**src/rtl/scan_chain_loader_pkg.sv**
```systemverilog
// Shared state encoding, CRC constant and serial CRC-8 step for the scan chain loader.
package scan_chain_loader_pkg;

   typedef enum logic [2:0] {
      IDLE  = 3'd0,
      PREP  = 3'd1,
      LOAD  = 3'd2,
      SHIFT = 3'd3,
      EMIT  = 3'd4
   } state_e;

   localparam logic [7:0] CRC8_POLY = 8'h07;

   // MSB-first serial CRC-8: feedback is the outgoing MSB xor the new bit.
   function automatic logic [7:0] crc8_next(input logic [7:0] crc, input logic bit_in);
      logic fb;
      fb = crc[7] ^ bit_in;
      return {crc[6:0], 1'b0} ^ (fb ? CRC8_POLY : 8'h00);
   endfunction

endpackage

```
**src/rtl/scan_chain_loader_if.sv**
```systemverilog
// Host-side byte streams of the scan chain loader: shift-in bytes and captured bytes.
interface scan_chain_loader_if;
   logic [7:0] in_data;
   logic       in_valid;
   logic       in_ready;
   logic [7:0] out_data;
   logic       out_valid;
   logic       out_ready;

   modport master (
      output in_data, in_valid, out_ready,
      input  in_ready, out_data, out_valid
   );

   modport slave (
      input  in_data, in_valid, out_ready,
      output in_ready, out_data, out_valid
   );
endinterface

```
**src/rtl/scan_chain_loader_crc8_serial.sv**
```systemverilog
// One-bit-per-cycle CRC-8 accumulator with synchronous clear and update enable.
module scan_chain_loader_crc8_serial
   import scan_chain_loader_pkg::*;
(
   input  logic       clk,
   input  logic       rst,
   input  logic       clr,
   input  logic       en,
   input  logic       bit_in,
   output logic [7:0] crc
);

   logic [7:0] crc_q, crc_d;

   always_comb begin
      crc_d = crc_q;
      if (clr) begin
         crc_d = '0;
      end else if (en) begin
         crc_d = crc8_next(crc_q, bit_in);
      end
   end

   always_ff @(posedge clk or negedge rst) begin
      if (!rst) begin
         crc_q <= '0;
      end else begin
         crc_q <= crc_d;
      end
   end

   assign crc = crc_q;

endmodule

```
**src/rtl/scan_chain_loader.sv**
```systemverilog
// Byte-stream to scan-chain swap controller; gates proc_en while the chain is shifted.
// Optional CRC-8 over captured bits (crc_out) when SCAN_CHAIN_LOADER_CRC_EN is defined.
module scan_chain_loader
   import scan_chain_loader_pkg::*;
#(
   parameter int CHAIN_LEN = 2120
) (
   input  logic              clk,
   input  logic              rst,
   input  logic              start,
   input  logic              run,
   scan_chain_loader_if.slave bus,
   output logic              busy,
   output logic              done,
   output logic              scan_enable,
   output logic              scan_in,
   input  logic              scan_out,
   output logic              proc_en,
   input  logic              halt,
   output logic              halted
`ifdef SCAN_CHAIN_LOADER_CRC_EN
   ,
   output logic [7:0]        crc_out
`endif
);

   localparam int CNT_W = $clog2(CHAIN_LEN + 1);
   localparam logic [CNT_W-1:0] LEN  = CNT_W'(CHAIN_LEN);
   localparam logic [CNT_W-1:0] LAST = CNT_W'(CHAIN_LEN - 1);

   state_e           state_q, state_d;
   logic [CNT_W-1:0] cnt_q, cnt_d;
   logic [2:0]       idx_q, idx_d;
   logic [7:0]       in_byte_q, in_byte_d;
   logic [7:0]       out_byte_q, out_byte_d;
   logic             in_ready_q, in_ready_d;
   logic             out_valid_q, out_valid_d;
   logic             busy_q, busy_d;
   logic             done_q, done_d;
   logic             se_q, se_d;
   logic             si_q, si_d;
   logic             proc_en_q, proc_en_d;
   logic             halted_q, halted_d;

   always_comb begin
      state_d     = state_q;
      cnt_d       = cnt_q;
      idx_d       = idx_q;
      in_byte_d   = in_byte_q;
      out_byte_d  = out_byte_q;
      in_ready_d  = in_ready_q;
      out_valid_d = out_valid_q;
      busy_d      = busy_q;
      done_d      = 1'b0;
      se_d        = 1'b0;
      si_d        = si_q;
      proc_en_d   = 1'b0;
      halted_d    = halt;

      unique case (state_q)
         IDLE: begin
            proc_en_d = run;
            if (start) begin
               proc_en_d = 1'b0;
               busy_d    = 1'b1;
               state_d   = PREP;
            end
         end
         PREP: begin
            cnt_d      = '0;
            in_ready_d = 1'b1;
            state_d    = LOAD;
         end
         LOAD: begin
            if (bus.in_valid && in_ready_q) begin
               in_byte_d  = bus.in_data;
               out_byte_d = '0;
               idx_d      = '0;
               in_ready_d = 1'b0;
               se_d       = 1'b1;
               si_d       = bus.in_data[0];
               state_d    = SHIFT;
            end
         end
         SHIFT: begin
            // se_q/si_q were set up a cycle early, so this edge is the shift edge for bit idx_q.
            out_byte_d[idx_q] = scan_out;
            cnt_d = cnt_q + CNT_W'(1);
            if (idx_q == 3'd7 || cnt_q == LAST) begin
               out_valid_d = 1'b1;
               state_d     = EMIT;
            end else begin
               idx_d = idx_q + 3'd1;
               se_d  = 1'b1;
               si_d  = in_byte_q[idx_d];
            end
         end
         EMIT: begin
            if (bus.out_ready) begin
               out_valid_d = 1'b0;
               if (cnt_q == LEN) begin
                  done_d  = 1'b1;
                  busy_d  = 1'b0;
                  state_d = IDLE;
               end else begin
                  in_ready_d = 1'b1;
                  state_d    = LOAD;
               end
            end
         end
         default: state_d = IDLE;
      endcase
   end

   always_ff @(posedge clk or negedge rst) begin
      if (!rst) begin
         state_q     <= IDLE;
         cnt_q       <= '0;
         idx_q       <= '0;
         in_byte_q   <= '0;
         out_byte_q  <= '0;
         in_ready_q  <= 1'b0;
         out_valid_q <= 1'b0;
         busy_q      <= 1'b0;
         done_q      <= 1'b0;
         se_q        <= 1'b0;
         si_q        <= 1'b0;
         proc_en_q   <= 1'b0;
         halted_q    <= 1'b0;
      end else begin
         state_q     <= state_d;
         cnt_q       <= cnt_d;
         idx_q       <= idx_d;
         in_byte_q   <= in_byte_d;
         out_byte_q  <= out_byte_d;
         in_ready_q  <= in_ready_d;
         out_valid_q <= out_valid_d;
         busy_q      <= busy_d;
         done_q      <= done_d;
         se_q        <= se_d;
         si_q        <= si_d;
         proc_en_q   <= proc_en_d;
         halted_q    <= halted_d;
      end
   end

   assign bus.in_ready  = in_ready_q;
   assign bus.out_valid = out_valid_q;
   assign bus.out_data  = out_byte_q;
   assign busy          = busy_q;
   assign done          = done_q;
   assign scan_enable   = se_q;
   assign scan_in       = si_q;
   assign proc_en       = proc_en_q;
   assign halted        = halted_q;

`ifdef SCAN_CHAIN_LOADER_CRC_EN
   scan_chain_loader_crc8_serial u_crc (
      .clk    (clk),
      .rst    (rst),
      .clr    (state_q == PREP),
      .en     (state_q == SHIFT),
      .bit_in (scan_out),
      .crc    (crc_out)
   );
`endif

endmodule
```
**src/flat_wrapper.sv**
```systemverilog
// flat-port wrapper written by rule: the top's interface ports become plain ports
module scan_chain_loader_flat import scan_chain_loader_pkg::*;
#(
   parameter int CHAIN_LEN = 2120
)
  (clk, rst, start, run, busy, done, scan_enable, scan_in, scan_out, proc_en, halt, halted, bus_in_data, bus_in_valid, bus_out_ready, bus_in_ready, bus_out_data, bus_out_valid);
  scan_chain_loader_if bus_i ();
  input  logic clk;
  input  logic rst;
  input  logic start;
  input  logic run;
  output logic busy;
  output logic done;
  output logic scan_enable;
  output logic scan_in;
  input  logic scan_out;
  output logic proc_en;
  input  logic halt;
  output logic halted;
  input wire logic [$bits(bus_i.in_data)-1:0] bus_in_data;
  input wire logic [$bits(bus_i.in_valid)-1:0] bus_in_valid;
  input wire logic [$bits(bus_i.out_ready)-1:0] bus_out_ready;
  output wire logic [$bits(bus_i.in_ready)-1:0] bus_in_ready;
  output wire logic [$bits(bus_i.out_data)-1:0] bus_out_data;
  output wire logic [$bits(bus_i.out_valid)-1:0] bus_out_valid;
  assign bus_i.in_data = bus_in_data;
  assign bus_i.in_valid = bus_in_valid;
  assign bus_i.out_ready = bus_out_ready;
  assign bus_in_ready = bus_i.in_ready;
  assign bus_out_data = bus_i.out_data;
  assign bus_out_valid = bus_i.out_valid;
  scan_chain_loader #(.CHAIN_LEN(CHAIN_LEN)) u_core (.clk(clk), .rst(rst), .start(start), .run(run), .bus(bus_i), .busy(busy), .done(done), .scan_enable(scan_enable), .scan_in(scan_in), .scan_out(scan_out), .proc_en(proc_en), .halt(halt), .halted(halted));
endmodule
```
**config.mk**
```make
export PLATFORM = sky130hd
export DESIGN_NAME = scan_chain_loader_flat
export DESIGN_NICKNAME = d
export VERILOG_FILES = /design/src/rtl/scan_chain_loader_pkg.sv /design/src/rtl/scan_chain_loader_if.sv /design/src/rtl/scan_chain_loader_crc8_serial.sv /design/src/rtl/scan_chain_loader.sv /design/src/flat_wrapper.sv
export SDC_FILE = /design/constraint.sdc
export NUM_CORES = 1
export LEC_CHECK = 0
export CELL_PAD_IN_SITES_DETAIL_PLACEMENT = 1
export CELL_PAD_IN_SITES_GLOBAL_PLACEMENT = 2
export CORE_ASPECT_RATIO = 2
export CORE_MARGIN = 2
export CORE_UTILIZATION = 24
export DETAILED_ROUTE_END_ITERATION = 12
export GPL_TIMING_DRIVEN = 0
export PLACE_DENSITY = 0.67
export RECOVER_POWER = 100
export SETUP_SLACK_MARGIN = 0.05
export SLEW_MARGIN = 40
export SYNTH_ARGS = -nofsm -noshare
export SYNTH_HDL_FRONTEND = slang
export SYNTH_SLANG_ARGS = --single-unit
```
**constraint.sdc**
```tcl
create_clock -name clk -period 2.4 [get_ports clk]
set_input_delay 0.48 -clock clk [delete_from_list [all_inputs] [get_ports clk]]
set_output_delay 0.48 -clock clk [all_outputs]
set_load 0.01 [all_outputs]
```
Word-level counts from Yosys, hierarchy flattened:

Index checks and enable logic that the tools add are counted.

* add/subtract/negate cells: 2
* magnitude comparators: 3
* equal/unequal tests: 14
* multiplexer cells: 39
* reductions and logical operators: 16

Operators by type and width (number)
* $eq A12 B12 Y1 const B: 2
* $pmux W12 S2: 1
* $mux W1: 19
* $mux W3: 6
* $pmux W8 S2: 1
* $pmux W3 S5: 1
* $add A12 B1 Y12 const B: 1
* $reduce_and A4 Y1: 3
* $bwmux W8: 1
* $lt A3 B4 Y1 const B: 2
* $mux W8: 1
* $ne A2 B2 Y1 const B: 4
* $pmux W1 S2: 4
* $reduce_bool A2 Y1: 4
* $eq A3 B2 Y1 const B: 2
* $eq A3 B3 Y1 const B: 2
* $ne A2 B1 Y1 const B: 3
* $pmux W3 S2: 1
* $reduce_and A3 Y1: 2
* $reduce_and A2 Y1: 2
* $add A3 B1 Y3 const B: 1
* $bmux W1 S3: 1
* $demux W1 S3: 1
* $eq A3 B1 Y1 const B: 1
* 7 further kinds: 8

* bits in registers: 42
* input port bits: 16
* output and inout port bits: 16
* word-level logic and storage cells: 87

Depth between registers and ports, before layout:

Gate-level depths: netlist of the first run.

* depth after elaboration: 6
* gate-level depth with buffers: 6
* gate-level depth less buffers: 5

Least setup slack after synthesis of the first run:

No wires, ideal clock.

* path kind: flip-flop to flip-flop
* start point: reg u_core.idx_q[0]
* end point: reg u_core.idx_q[1]
* setup time: 0.125 ns
* arrival: 1.559 ns
* path slack: 0.716 ns
* stages on the path, launching flop included: 6
* path buffers: 0
* clock period less this slack: 1.684 ns
* cell sequence: dfrtp_1 ha_1 ha_1 a41o_2 or2_4 mux2_4

* word-level cells in the longest chain between the ends: 4
* elaborated cells on any way between the ends: 7
* classes of those cells: add/sub: 1; eq/ne: 2; mux: 2; reduce/logical: 2

Ends and longest elaborated chain
* start: declaration: RTL line scan_chain_loader.sv:33 `logic [2:0] idx_q, idx_d;`
* start signal: assignment: RTL line scan_chain_loader.sv:133 `idx_q <= idx_d;`
* branches (longest 4 deep; another with $add A3 B1 Y3)

Parallel ways; which one is timed is not known. The select of a mux whose other input is x is not followed.
A chain may end at the register's enable or synchronous reset.

Final worst setup path of the first run:

* start point: reg u_core.state_q[2]
* end point: reg u_core.idx_q[1]

* word-level cells in the longest chain between the ends: 3
* elaborated cells on any way between the ends: 7
* classes of those cells: eq/ne: 4; mux: 1; reduce/logical: 2

Ends and longest elaborated chain
* start: declaration: RTL line scan_chain_loader.sv:31 `state_e state_q, state_d;`
* start signal: assignment: RTL line scan_chain_loader.sv:131 `state_q <= state_d;`
* $eq A3 B2 Y1: RTL line scan_chain_loader.sv:60 `unique case (state_q)`
* $ne A2 B2 Y1 (no line) (tied with other cells)
* $reduce_and A3 Y1 (no line)

Parallel ways exist; a longest one is shown, timed or not.

==> results of run 1 <==
==> cell usage after synthesis, drive strengths merged (4+ instances only) <==
library cell	count	area [µm²]
o21ai	25	125
nor2	12	47.6
o31ai	7	52.6
nand2	17	63.8
inv	10	37.5
dfrtp	42	1050
clkbuf	6	23.8
a21oi	5	25.0
buf	6	38.8
a31oi	11	68.8
nand3	10	50.1
mux2	9	105
ha	4	50.1
==> cell usage in the layout, fill, tap and decap left out, types with 4 or more instances in the layout <==
| cell type | netlist | layout |
|---|---|---|
| a21oi_1 | 5 | 5 |
| a31oi_1 | 11 | 11 |
| clkbuf_1 | 5 | 9 |
| clkbuf_16 | 0 | 5 |
| clkdlybuf4s50_1 | 0 | 13 |
| dfrtp_1 | 42 | 42 |
| dlygate4sd3_1 | 0 | 17 |
| ha_1 | 4 | 4 |
| inv_1 | 10 | 10 |
| mux2_2 | 7 | 7 |
| nand2_1 | 17 | 17 |
| nand3_1 | 10 | 10 |
| nor2_1 | 11 | 11 |
| o21ai_0 | 25 | 25 |
| o31ai_1 | 7 | 7 |
==> routing by layer <==
| metal | global-route usage | share of wire | routed length, µm |
|---|---|---|---|
| met1 | 0.136 | 0.37 | 2250 |
| met2 | 0.265 | 0.58 | 3490 |
| met3 | 0.0155 | 0.016 | 98 |
| met4 | 0.0673 | 0.029 | 177 |
| met5 | 0 | 0 | 0 |
==> report_power, final <==
group	switching, mW	internal (mW)	leakage [nW]
Clock	0.289	0.386	0.0708
Combinational	0.598	0.433	0.524
Sequential	0.122	0.884	0.542
==> worst max-delay path, delay by kind of cell, from the launching register on <==
kind                   cells  cell delay (ps)
DFF                        1              360
muxes                      1              300
and+or+nand+nor            3              670
buffers and inverters      2              510
==> final cells by class <==
cell class	instances	area, µm²	share of cell area
Clock inverter	2	13.8	0.00516
Clock buffer	6	129	0.0484
Inverter	10	37.5	0.0141
Multi-Input combinational cell	143	940	0.353
Timing Repair Buffer	32	309	0.116
Buffer	12	60.1	0.0225
Tap cell	100	125	0.0469
Sequential cell	42	1050	0.394
==> final timing paths <==
check | startpoint | end | slack [ps] | cells past startpoint
worst min-delay path | rst | u_core.in_byte_q[1]$_DFFE_PN0P_ | 340 | 1
worst max-delay path | u_core.state_q[2]$_DFFE_PN0P_ | u_core.idx_q[1]$_DFFE_PN0P_ | 430 | 6
worst max register to register | u_core.state_q[2]$_DFFE_PN0P_ | u_core.idx_q[1]$_DFFE_PN0P_ | 430 | 6
max in group asynchronous | rst | u_core.cnt_q[5]$_DFFE_PN0P_ | 810 | 2
min in group clk | u_core.busy$_DFFE_PN0P_ | u_core.busy$_DFFE_PN0P_ | 490 | 2
worst min register to register | u_core.busy$_DFFE_PN0P_ | u_core.busy$_DFFE_PN0P_ | 490 | 2
==> metrics by stage <==
stage | area, µm² | setup slack, ps | TNS [ps]
detailed placement | 2570 | 354 | 0
global route | 2670 | 230 | 0
floorplan | 2110 | 716 | 0
finish | 2670 | 435 | 0
global placement | 2550 | -495 | -20700
CTS | 2710 | 550 | 0
==> flip-flops by register name, indices dropped and copies added, names as in the netlist, 3 cells and up <==
register / count
u_core.bus.out_data: 8
u_core.state_q: 3
u_core.in_byte_q: 8
u_core.idx_q: 3
u_core.cnt_q: 12
==> kinds of logic (layout without fill, tap and decap cells) <==
family | count (synthesis) | after routing | synth area share
buffers and inverters | 22 | 62 | 0.0474
AO/OA/AOI/OAI | 60 | 60 | 0.177
AND/OR/NAND/NOR | 63 | 63 | 0.161
multiplexers | 14 | 14 | 0.0853
XOR/XNOR | 2 | 2 | 0.00829
flip-flops | 42 | 42 | 0.497
adder cells (fa/ha/maj) | 4 | 4 | 0.0237
==> out/results.ini, run 1 <==
[logic_synthesis]
post_synth.cell_area_avg_um2 = 10.2
synth_fp_nets = 227
syn_inst = 207
synth-main-ff-cell = dfrtp_1
yosysWarnings = 0
synth_edf_count = 0
synth.distinct_cells = 48
synthArstFlopShare = 1.00
ys_ff_latch = 42
seq_area_frac_synth = 0.497
synth.cell_area_um2 = 2110

[floorplanning]
die_area_um2 = 9620
core_um2 = 8590
ios = 32
start_util = 0.246
row_count = 48
die_w_um = 70.4
die_h_um = 137

[sta]
finalCriticalPeriod_ps = 1970
fmax_mhz = 509
tightest_slew_ps = 1020
clock_skew_ps = 6.98
fin_crit_sh = 0.819
setup_viol = 0
drv_slew = 0
rsz0062_at_grt = no
whs_ps = 341
hold_viol = 0
slew_headroom = 0.319

[clocking]
postCtsSetupBuffers = 0
clkTransAtPathRegs_ps = 70
clockBufferDepth = 2
clk_latency_ps = 290
cts_resized = 0
cts_made_buffers = 5
root_buffer = clkbuf_16
h-tree-depth = 2
cts_hold_buf = 0
cts_tree = done
cts.sinks = 42

[pwr]
peakVddDrop_uv = 507
p_total_mw = 2.71
power_density_nw_per_um2 = 1020
p_leak_nw = 1.14

[status]
status = complete, no violations

[route]
totalWireLength_mm = 6.01
drt_iter0_markers = 27
vias_per_cell = 5.02
drcViolationCount = 0
wl_per_cell_um = 17.3
drtAntennaViolNets = 0
vias = 1743
firstDrtPassIters = 4

[grt]
antenna_found_initial = 0
grt_pass1_wl_mm = 10.0
grt_overflow = 0
first_global_vias = 1912
grt.total_usage = 0.135
grt_max_degree = 27

[setup_path]
cp.required_ps = 2570
crit_chain = clkbuf_1 > nand2b_1 > nor3_1 > buf_2 > nor2_1 > mux2_1
worst_ep_arrival_time_ps = 2130
slowest_stage = dfrtp_1
worst-path-max-fanout = 10
end_kind = register
start_kind = register
max_stage_delay_ps = 360
critPathKind = reg -> reg

[final_layout]
area_growth_pct = 26.1
fillers = 999
post-route-util = 0.310
fin_nets = 266
drive_gt1_frac = 0.101
stdcell_count = 347
antenna_cells = 0

[place]
io_buffers = 31
dp_hpwl_mm = 4.58
dp.cells = 339
gp_congestion = 0.726

[run]
maxCapViolations = 0

[worst_hold_path]
hp-class = in -> async

Power figures use the tool's default switching activity.
==> inputs of run 2 (changes only) <==
--- a/config.mk
+++ b/config.mk
@@ -12,7 +12,7 @@
 export CORE_UTILIZATION = 24
 export DETAILED_ROUTE_END_ITERATION = 12
 export GPL_TIMING_DRIVEN = 0
-export PLACE_DENSITY = 0.67
+export PLACE_DENSITY = 0.69
 export RECOVER_POWER = 100
 export SETUP_SLACK_MARGIN = 0.05
 export SLEW_MARGIN = 40
==> constraint.sdc (replaced) <==
create_clock -name clk -period 1.6 [get_ports clk]
set_input_delay 0.32 -clock clk [delete_from_list [all_inputs] [get_ports clk]]
set_output_delay 0.32 -clock clk [all_outputs]
set_load 0.01 [all_outputs]
==> out/results.ini, run 2 (synthesis results as in run 1) <==
[final_layout]
final_cell_mix = dfrtp_1 (37), clkdlybuf4s50_1 (26), buf_4 (25)  ; was dfrtp_1 (42), o21ai_0 (25), nand2_1 (17), dlygate4sd3_1 (17), clkdlybuf4s50_1 (13)
multi_input_area_um2 = 1130  ; was 940 µm²
largest_register = u_core.cnt_q  ; unchanged
area_growth_pct = 51.2  ; was 26.1%
post-route-util = 0.372  ; was 0.310
fin_nets = 294  ; was 266
final_cell_area_um2 = 3200  ; was 2670 µm²
antenna_cells = 0  ; unchanged
drive_gt1_frac = 0.307  ; was 0.101
ff_latch_area_um2 = 1060  ; was 1050 µm²
fillers = 969  ; was 999
largest_register_ffs = 12  ; unchanged
mostFrequentLayoutCell = dfrtp_1  ; unchanged

[clocking]
cts_tree = done  ; unchanged
clockBufferDepth = 2  ; unchanged
clkTransAtPathRegs_ps = 60  ; was 70 ps
root_buffer = clkbuf_16  ; unchanged
clk_latency_ps = 290  ; about the same
h-tree-depth = 2  ; unchanged
cts.sinks = 42  ; unchanged
cts_made_buffers = 5  ; unchanged

[floorplanning]
row_count = 48  ; unchanged
die_w_um = 70.4  ; unchanged
core_um2 = 8590  ; unchanged
start_util = 0.246  ; unchanged
die_h_um = 137  ; unchanged
die_area_um2 = 9620  ; unchanged
ios = 32  ; unchanged

[grt]
grt.total_usage = 0.146  ; was 0.135
grt_max_degree = 32  ; was 27
first_global_vias = 2043  ; was 1912
grt_pass1_wl_mm = 10.7  ; was 10.0 mm
grt_overflow = 0  ; unchanged
busiest_layer = met2  ; unchanged
globalRouteMet1Util = 0.138  ; was 0.136
grt_use_met3 = 0.0155  ; unchanged
antenna_found_initial = 0  ; unchanged
met2_usage = 0.296  ; was 0.265

[sta]
fin_crit_sh = 1.03  ; was 0.819
fmax_mhz = 604  ; was 509 MHz
drv_slew = 0  ; unchanged
rsz0062_at_grt = yes  ; was no
slew_headroom = 0.500  ; was 0.319
setup_viol = 2  ; was 0
hold_viol = 0  ; unchanged
clock_skew_ps = 5.56  ; was 6.98 ps
whs_ps = 501  ; was 341 ps
setup_ws_ps = -56.0  ; was 435 ps
tightest_slew_ps = 750  ; was 1020 ps
finalCriticalPeriod_ps = 1660  ; was 1970 ps

[pwr]
pwr-share-comb = 0.457  ; was 0.380
p_sw_mw = 1.74  ; was 1.01 mW
power_density_nw_per_um2 = 1560  ; was 1020 nW/µm²
peakVddDrop_uv = 939  ; was 507 µV
p_leak_nw = 1.37  ; was 1.14 nW
cell_internal_pwr_mw = 3.23  ; was 1.70 mW
pwr-share-clk = 0.239  ; was 0.249
switching_share = 0.350  ; was 0.372
power_frac_seq = 0.305  ; was 0.371

[setup_path]
reg2reg_to = u_core.idx_q[1]$_DFFE_PN0P_  ; unchanged
cp.required_ps = 1770  ; was 2570 ps
worst-path-max-fanout = 2  ; was 10
crit_chain = ha_4 > ha_4 > a41o_4 > or2_4 > mux2_4  ; was clkbuf_1 > nand2b_1 > nor3_1 > buf_2 > nor2_1 > mux2_1
critPathBufInv = 0  ; was 2
r2r_slack_ps = -60  ; was 430 ps
worst_ep_arrival_time_ps = 1830  ; was 2130 ps
cpMostUsedCell = ha_4
path_delay_family = flip-flops  ; was simple AND/OR/NAND/NOR gates
critPathKind = reg -> reg  ; unchanged
max_stage_delay_ps = 420  ; was 360 ps
start_kind = register  ; unchanged
slowest_stage = dfrtp_2  ; was dfrtp_1
crit_start = u_core.idx_q[0]$_DFFE_PN0P_  ; was u_core.state_q[2]$_DFFE_PN0P_
worstReg2RegStart = u_core.idx_q[0]$_DFFE_PN0P_  ; was u_core.state_q[2]$_DFFE_PN0P_
end_kind = register  ; unchanged
reg2reg_depth = 5  ; was 6

[run]
maxCapViolations = 0  ; unchanged

[route]
drtAntennaViolNets = 0  ; unchanged
drcViolationCount = 0  ; unchanged
wl_per_cell_um = 18.0  ; was 17.3 µm
vias_per_cell = 5.06  ; was 5.02
vias = 1891  ; was 1743
drt_iter0_markers = 43  ; was 27
firstDrtPassIters = 4  ; unchanged
totalWireLength_mm = 6.75  ; was 6.01 mm

[place]
gp_congestion = 0.777  ; was 0.726
io_buffers = 31  ; unchanged
post-place-ws_ps = -262  ; was 354 ps
postPlaceCellArea_um2 = 2570  ; about the same
dp_hpwl_mm = 4.63  ; was 4.58 mm

[worst_hold_path]
hold_path.startpoint = u_core.bus.out_data[4]$_DFFE_PN0P_
hp-class = reg -> reg  ; was in -> async
min_path_cells = 2
worstHoldEndpoint = u_core.bus.out_data[4]$_DFFE_PN0P_

[status]
status = complete, but fails checks  ; was complete, no violations
violations = negative setup slack

## run 2: cell type report
class | instances | share of cell area
buffer | 10 | 0.0262
sequential | 42 | 0.331
inverter | 10 | 0.0117
timing repair buffer | 62 | 0.186
multi-input combinational | 143 | 0.353
tap | 100 | 0.0392
clock buffer | 6 | 0.0435
clock inverter | 1 | 0.00940
## run 2: routing by layer
metal	up-vias	part of all wire
li1	888	-
met1	967	0.35
met2	25	0.61
met3	11	0.016
met4	0	0.028
met5	-	0
## run 2: tightest hold or removal path: stages, from the launching register on
cell,delay (ps)
dfrtp_1,340
o21ai_1,70
o31ai_1,60
## run 2: stage by stage
stage / cells / TNS [ps] / total power [mW]
after detailed placement: 339 / -3280 / 3.23
after global routing: 374 / -337 / 5.29
after global placement: 338 / -49830 / 3.18
final: 374 / -68.1 / 4.97
after CTS: 364 / -79.7 / 4.81
after floorplan: 207 / -52.7 / 2.58
## run 2: power by group through the flow
stage | Combinational, mW | Clock [mW] | Sequential, mW
floorplan | 1.07 | 0 | 1.51
global placement | 1.65 | 0 | 1.54
detailed placement | 1.68 | 0 | 1.55
CTS | 2.07 | 1.23 | 1.51
global route | 2.47 | 1.27 | 1.55
finish | 2.27 | 1.19 | 1.51
## run 2: what timing repair did
action	4_1_cts	5_1_grt
endpoints found under the hold margin	11	0
setup buffers	17	11
hold buffers	1	0
setup endpoints to repair	31	33
pin swaps	8	12
gates cloned	1	0
gates resized for setup	28	33
## run 2: worst max path at each step
| stage | end | slack [ps] | depth (start not counted) |
|---|---|---|---|
| floorplan | u_core.idx_q[1]$_DFFE_PN0P_ | -50 | 5 |
| global placement | u_core.cnt_q[3]$_DFFE_PN0P_ | -1110 | 1 |
| detailed placement | u_core.in_byte_q[3]$_DFFE_PN0P_ | -260 | 5 |
| CTS | u_core.idx_q[1]$_DFFE_PN0P_ | -70 | 5 |
| global route | u_core.idx_q[1]$_DFFE_PN0P_ | -70 | 5 |
| finish | u_core.idx_q[1]$_DFFE_PN0P_ | -60 | 5 |
